**config.mk**
```make
export PLATFORM = sky130hd
export DESIGN_NAME = clk_div_mon_flat
export DESIGN_NICKNAME = d
export VERILOG_FILES = /design/src/rtl/clk_div_mon_if.sv /design/src/rtl/clk_div_mon.sv /design/src/flat_wrapper.sv
export SDC_FILE = /design/constraint.sdc
export NUM_CORES = 1
export LEC_CHECK = 0
export CORE_ASPECT_RATIO = 1.2
export CORE_UTILIZATION = 59
export CTS_BUF_LIST = sky130_fd_sc_hd__clkbuf_8
export DETAILED_ROUTE_END_ITERATION = 16
export GPL_ROUTABILITY_DRIVEN = 0
export MAX_ROUTING_LAYER = met4
export PLACE_DENSITY = 0.83
export SYNTH_ARGS = -nofsm -noshare
export SYNTH_HDL_FRONTEND = slang
export SYNTH_SLANG_ARGS = --single-unit
```
**constraint.sdc**
```tcl
create_clock -name clk -period 4.4 [get_ports clk]
set_clock_uncertainty 0.2 [all_clocks]
set_input_delay 0.88 -clock clk [delete_from_list [all_inputs] [get_ports clk]]
set_output_delay 0.88 -clock clk [all_outputs]
set_load 0.1 [all_outputs]
```
**src/rtl/clk_div_mon_if.sv**
```systemverilog
`default_nettype none
// ============================================================================
// Module   : clk_div_mon_if
// Purpose  : Enable and status bundle between clk_div_mon and its consumer.
// Revision : 1.0
// ============================================================================
interface clk_div_mon_if #(
  parameter int CNT_W = 8
) ();
  logic             en;
  logic             rise_pulse;
  logic             fall_pulse;
  logic [CNT_W-1:0] half_period;
  logic             period_vld;
  logic             locked;
  logic             fault;

  modport master (
    input  en,
    output rise_pulse, fall_pulse, half_period, period_vld, locked, fault
  );

  modport slave (
    output en,
    input  rise_pulse, fall_pulse, half_period, period_vld, locked, fault
  );
endinterface
`default_nettype wire

```
**src/rtl/clk_div_mon.sv**
```systemverilog
`default_nettype none
// ============================================================================
// Module   : clk_div_mon
// Purpose  : Synchronises a divided clock, strobes its edges, measures each
//            half-period and tracks lock/fault against the expected ratio.
// Revision : 1.0
// ============================================================================
module clk_div_mon #(
  parameter int EXP_HALF = 1,
  parameter int TOL      = 0,
  parameter int LOCK_CNT = 4,
  parameter int CNT_W    = 8
) (
  input wire            clk,
  input wire            rst_n,
  input wire            clk_in,
  clk_div_mon_if.master mon
);
  localparam int             c_gw       = (LOCK_CNT < 1) ? 1 : $clog2(LOCK_CNT + 1);
  localparam logic [CNT_W:0] c_exp      = (CNT_W + 1)'(EXP_HALF);
  localparam logic [CNT_W:0] c_tol      = (CNT_W + 1)'(TOL);
  localparam logic [CNT_W:0] c_hi       = (CNT_W + 1)'(EXP_HALF + TOL);
  localparam logic [c_gw-1:0] c_lock    = c_gw'(LOCK_CNT);
  localparam logic [c_gw-1:0] c_lock_m1 = c_gw'(LOCK_CNT - 1);

  typedef enum logic [2:0] {
    ST_IDLE   = 3'd0,
    ST_ACQ    = 3'd1,
    ST_TRACK  = 3'd2,
    ST_LOCKED = 3'd3,
    ST_FAULT  = 3'd4
  } state_t;

  state_t           r_state, w_state_nxt;
  logic             r_s1, r_s2, r_s3;
  logic [CNT_W-1:0] r_hp_cnt;
  logic             r_seen, w_seen_nxt;
  logic [c_gw-1:0]  r_good_cnt, w_good_nxt;
  logic             r_rise, r_fall, r_vld, r_locked, r_fault;
  logic [CNT_W-1:0] r_half;

  logic             w_edge, w_rise, w_fall, w_meas, w_good, w_timeout;
  logic [CNT_W:0]   w_hp_ext;

  // Flops reset high to match the divider's reset level: no false fall on release.
  always_ff @(posedge clk or negedge rst_n) begin
    if (!rst_n) begin
      r_s1 <= 1'b1;
      r_s2 <= 1'b1;
      r_s3 <= 1'b1;
    end else begin
      r_s1 <= clk_in;
      r_s2 <= r_s1;
      r_s3 <= r_s2;
    end
  end

  assign w_edge    = r_s2 ^ r_s3;
  assign w_rise    = r_s2 & ~r_s3;
  assign w_fall    = ~r_s2 & r_s3;
  assign w_hp_ext  = {1'b0, r_hp_cnt};
  assign w_good    = ((w_hp_ext + c_tol) >= c_exp) && (w_hp_ext <= c_hi);
  assign w_timeout = ~w_edge & (w_hp_ext > c_hi);
  assign w_meas    = w_edge & mon.en & r_seen;

  always_ff @(posedge clk or negedge rst_n) begin
    if (!rst_n) begin
      r_hp_cnt <= '0;
    end else if (!mon.en || r_state == ST_IDLE) begin
      r_hp_cnt <= '0;
    end else if (w_edge) begin
      r_hp_cnt <= CNT_W'(1);
    end else if (!(&r_hp_cnt)) begin
      r_hp_cnt <= r_hp_cnt + CNT_W'(1);
    end
  end

  always_ff @(posedge clk or negedge rst_n) begin
    if (!rst_n) begin
      r_state    <= ST_IDLE;
      r_seen     <= 1'b0;
      r_good_cnt <= '0;
    end else begin
      r_state    <= w_state_nxt;
      r_seen     <= w_seen_nxt;
      r_good_cnt <= w_good_nxt;
    end
  end

  always_comb begin
    w_state_nxt = r_state;
    w_seen_nxt  = r_seen;
    w_good_nxt  = r_good_cnt;
    case (r_state)
      ST_IDLE: begin
        w_seen_nxt = 1'b0;
        w_good_nxt = '0;
        if (mon.en) w_state_nxt = ST_ACQ;
      end
      ST_ACQ: begin
        if (w_edge) begin
          w_seen_nxt  = 1'b1;
          w_state_nxt = ST_TRACK;
        end
      end
      ST_TRACK: begin
        // An edge always beats a timeout because w_timeout excludes edge cycles.
        if (w_meas) begin
          if (w_good) begin
            if (r_good_cnt >= c_lock_m1) begin
              w_good_nxt  = c_lock;
              w_state_nxt = ST_LOCKED;
            end else begin
              w_good_nxt = r_good_cnt + c_gw'(1);
            end
          end else begin
            w_good_nxt = '0;
          end
        end else if (w_timeout) begin
          w_good_nxt  = '0;
          w_seen_nxt  = 1'b0;
          w_state_nxt = ST_ACQ;
        end
      end
      ST_LOCKED: begin
        if ((w_meas && !w_good) || w_timeout) w_state_nxt = ST_FAULT;
      end
      ST_FAULT: begin
        w_state_nxt = ST_FAULT;
      end
      default: begin
        w_state_nxt = ST_IDLE;
      end
    endcase
    if (!mon.en) begin
      w_state_nxt = ST_IDLE;
      w_seen_nxt  = 1'b0;
      w_good_nxt  = '0;
    end
  end

  always_ff @(posedge clk or negedge rst_n) begin
    if (!rst_n) begin
      r_rise   <= 1'b0;
      r_fall   <= 1'b0;
      r_vld    <= 1'b0;
      r_half   <= '0;
      r_locked <= 1'b0;
      r_fault  <= 1'b0;
    end else begin
      r_rise   <= mon.en & w_rise;
      r_fall   <= mon.en & w_fall;
      r_vld    <= w_meas;
      if (w_meas) r_half <= r_hp_cnt;
      r_locked <= (w_state_nxt == ST_LOCKED);
      r_fault  <= (w_state_nxt == ST_FAULT);
    end
  end

  assign mon.rise_pulse  = r_rise;
  assign mon.fall_pulse  = r_fall;
  assign mon.period_vld  = r_vld;
  assign mon.half_period = r_half;
  assign mon.locked      = r_locked;
  assign mon.fault       = r_fault;
endmodule
`default_nettype wire

```
**src/flat_wrapper.sv**
```systemverilog
// flat-port wrapper written by rule: the top's interface ports become plain ports
module clk_div_mon_flat 
#(
  parameter int EXP_HALF = 1,
  parameter int TOL      = 0,
  parameter int LOCK_CNT = 4,
  parameter int CNT_W    = 8
)
  (clk, rst_n, clk_in, mon_en, mon_rise_pulse, mon_fall_pulse, mon_half_period, mon_period_vld, mon_locked, mon_fault);
  clk_div_mon_if #(.CNT_W(CNT_W)) mon_i ();
  input wire clk;
  input wire rst_n;
  input wire clk_in;
  input wire logic [$bits(mon_i.en)-1:0] mon_en;
  output wire logic [$bits(mon_i.rise_pulse)-1:0] mon_rise_pulse;
  output wire logic [$bits(mon_i.fall_pulse)-1:0] mon_fall_pulse;
  output wire logic [$bits(mon_i.half_period)-1:0] mon_half_period;
  output wire logic [$bits(mon_i.period_vld)-1:0] mon_period_vld;
  output wire logic [$bits(mon_i.locked)-1:0] mon_locked;
  output wire logic [$bits(mon_i.fault)-1:0] mon_fault;
  assign mon_i.en = mon_en;
  assign mon_rise_pulse = mon_i.rise_pulse;
  assign mon_fall_pulse = mon_i.fall_pulse;
  assign mon_half_period = mon_i.half_period;
  assign mon_period_vld = mon_i.period_vld;
  assign mon_locked = mon_i.locked;
  assign mon_fault = mon_i.fault;
  clk_div_mon #(.EXP_HALF(EXP_HALF), .TOL(TOL), .LOCK_CNT(LOCK_CNT), .CNT_W(CNT_W)) u_core (.clk(clk), .rst_n(rst_n), .clk_in(clk_in), .mon(mon_i));
endmodule
```
==> parameters.txt <==
Parameter                              Value

Yosys
  Simple-gate area share of the yosys netlist ... 22.6%
  Post-synthesis net count ... 172
  Number of different library cells in the post-synthesis netlist ... 41
  Post-synthesis sequential area ratio ... 50.7%
  Main combinational cell family by area after synthesis ... simple AND/OR/NAND/NOR gates
  Synth area leader ... dfrtp_1
  Top area cells in the synthesized netlist ... dfrtp_1 (46%), nand2_1 (6.4%), ha_1 (5.7%), dfstp_2 (5.1%), inv_1 (2.4%)
  Average footprint of a synthesized cell ... 9.54 um^2
  Complex-gate fraction of the synthesized area ... 13.7%
  Area share of the leading cell type in the synthesized netlist ... between 40% and 50%
  Predominant post-synthesis flop cell ... dfrtp_1
  Share of the synthesized netlist area taken by xor and xnor gates ... under 10%
  Asr flop ratio synth ... 100%
  Fraction of synthesized area in multiplexers ... 0%
  Yosys warning count ... 0
  Post-synthesis instance total ... 161
  Fraction of the mapped netlist area in adder cells ... 5.70%
  Post-synth EDFFs ... 0
  Number of storage elements in the synthesis netlist ... 31
  Post-Syn Area ... 0.00154 mm^2

Global route
  Number of antenna violations at the first check in global routing ... 0
  GR Overflow Total ... 0
  Global-route wire length before repair ... 5.20 mm
  Via count of the first global-routing pass ... 1,172
  Pin count of the biggest net entering global routing ... 32
  GRT Util Overall ... between 20% and 30%

Placement
  Detailed placement HPWL ... 1.97 mm
  Total of buffers placed on input and output ports ... 16
  Placed Cells ... 201

Clock network
  Post-CTS Setup Repair Bufs ... 0
  CTS Buf Count ... 5
  CTS Sinks ... 31
  Post-CTS Hold Buffers ... 0
  CTS max path bufs ... 2
  TritonCTS clock tree ... built
  Buffer type at the clock tree root ... clkbuf_8
  Insertion delay to the later sink of the worst-skew pair ... around 0.30 ns
  Post-CTS Resized ... 0
  Clk pin slew, worst setup/hold paths ... 0.06 ns
  Clock H-tree levels ... 2

Layout
  Net total in the final layout ... 188
  Area of the multi-input gates ... 681 um^2
  Most common library cell in the layout ignoring fill and taps ... dfrtp_1
  Share of post-route cells with drive strength above 1 ... about a tenth
  Fill cell count ... 173
  Number of antenna diodes ... 0
  Area of all sequential standard cells ... 779 um^2
  Final std cells w/o fill ... 209
  Top library cells by usage in the layout, fill and taps aside ... dfrtp_1 (28), nand2_1 (26), clkdlybuf4s50_1 (16)
  Area added between synthesis and finish ... 18.6%

Setup path
  Crit path buffers/inverters ... 1
  Required @ worst endpoint ... approximately 3.3 ns
  Worst Path Max Fanout ... 2
  Gate family responsible for the most delay along the worst path ... buffers and inverters
  Data arrival, critical path ... 1.78 ns
  Worst path cell trace ... clkdlybuf4s50_1
  Slowest Stage Delay on Critical Path ... 1.14 ns
  Kind of end point of the critical path ... output port
  Library cell contributing the largest single delay on the critical path ... clkdlybuf4s50_1
  Crit path launch type ... register
  CP Class ... register to output port

STA
  RSZ-0062 raised after global routing ... false
  Worst Tran Pin Value ... approximately 1 ns
  Pins Over Slew Limit ... 0
  Final-report hold violation count ... 0
  TNS Setup ... 0 ns
  Upper clock frequency limit ... between 0.3 and 0.4 GHz
  Shortest clock period the worst path allows after layout ... 2.86 ns
  Portion of the clock cycle consumed by the worst path in the final layout ... approximately two thirds
  Normalized max-slew margin ... 34.6%
  Setup-failing EPs final ... 0

Status
  Outcome ... completed

Drt
  Routed wire length per instance ... approximately 15 um
  Via count ... 1,200
  Via-per-instance ratio ... 5.74
  Post-route DRC ... 0
  Detailed router's first-iteration violation count ... 42
  First-pass detailed-route iteration total ... 4
  Total Routed Length ... 3.11 mm
  Count of nets left with antenna violations after detail routing ... 0

Floorplanning
  Core footprint ... 0.00238 mm^2
  Number of top-level pins ... 17
  Die H ... slightly below 60 um
  Width of the die ... just under 50 um
  Floorplan die area ... approximately 0.0028 mm^2
  Number of rows in the core area ... 19
  Starting density of the core ... 64.6%

Pwr
  Worst supply voltage drop on vdd ... about 0.31 mV
  Leak pwr ... 0.841 nW
  Total power divided by cell area ... 404 mW/mm^2

Hold path
  Hold crit path type ... register to register

Run
  Number of violations of the max-capacitance limit ... 0
==> cells by family after synthesis <==
| family | Yosys count |
|---|---|
| flip-flops | 31 |
| AND/OR/NAND/NOR | 68 |
| XOR/XNOR | 4 |
| buffers and inverters | 18 |
| adder cells (fa/ha/maj) | 7 |
| AO/OA/AOI/OAI | 33 |
==> metal layers <==
| layer | routed length [um] | up-vias | GRT usage, % |
|---|---|---|---|
| met3 | 128 | 5 | 7.87 |
| met4 | 53 | 0 | 13.9 |
| met5 | 0 | - | - |
| met2 | 1660 | 34 | 44.7 |
| li1 | - | 590 | - |
| met1 | 1270 | 571 | 27.7 |
==> power by group <==
part / internal (mW) / switching (mW) / leakage [nW]
combinational: 0.0389 / 0.0879 / 0.363
sequential: 0.300 / 0.0181 / 0.417
clock: 0.183 / 0.109 / 0.0612
==> synthesized netlist by cell type, types with 3 or more instances <==
cell      count
nand2b_1      3
dfrtp_1      28
nand2_1      26
dfstp_2       3
a211oi_1      3
and2_1        3
a31oi_1       4
nor2_1       10
a21oi_1       6
xor2_1        3
o21ai_1       3
clkbuf_1      6
o21ai_0       7
nand3_1       4
inv_1        10
ha_1          7
nor3_1        4
==> final cells by class <==
type	count	share of cell area [%]
flip-flops and latches	31	42.8
clock buffers	6	4.53
multi-input cells	112	37.4
well taps	31	2.13
repair buffers	17	9.20
inverters	10	2.06
clock inverters	2	1.92
==> state kept, by name, summed over array words and instances, names as in the netlist <==
name and cells:
u_core.mon.fault 1, u_core.mon.half_period 8, u_core.r_s2 1, u_core.mon.period_vld 1, u_core.r_good_cnt 3, u_core.r_seen 1, u_core.r_hp_cnt 8, u_core.r_s1 1
u_core.r_s3 1, u_core.mon.fall_pulse 1, u_core.mon.rise_pulse 1, u_core.r_state 3, u_core.mon.locked 1
==> metrics by stage <==
stage          utilization (%)  setup slack (ns)  instance area, um^2  total power, mW  hold WS (ns)
2_1_floorplan                -              2.20                 1540            0.413         0.145
3_3_place_gp              71.7              1.70                 1700            0.443         0.146
3_5_place_dp              71.7              1.64                 1700            0.446         0.151
4_1_cts                   76.6              1.53                 1820            0.738         0.160
5_1_grt                   76.6              1.51                 1820            0.758         0.163
6_report                  76.6              1.54                 1820            0.736         0.159
==> final timing paths <==
check                                           from                 end  slack (ns)  cells past startpoint
min in group asynchronous                      rst_n   u_core.mon.locked        0.77                      2
setup / recovery           u_core.mon.half_period[1]  mon_half_period[1]        1.54                      1
hold / removal                           u_core.r_s1         u_core.r_s2        0.16                      0
max in group asynchronous                      rst_n         u_core.r_s1        2.92                      2
hold reg to reg                          u_core.r_s1         u_core.r_s2        0.16                      0
setup reg to reg                         u_core.r_s3   u_core.r_state[2]        2.02                      6
Power figures use the tool's default switching activity.
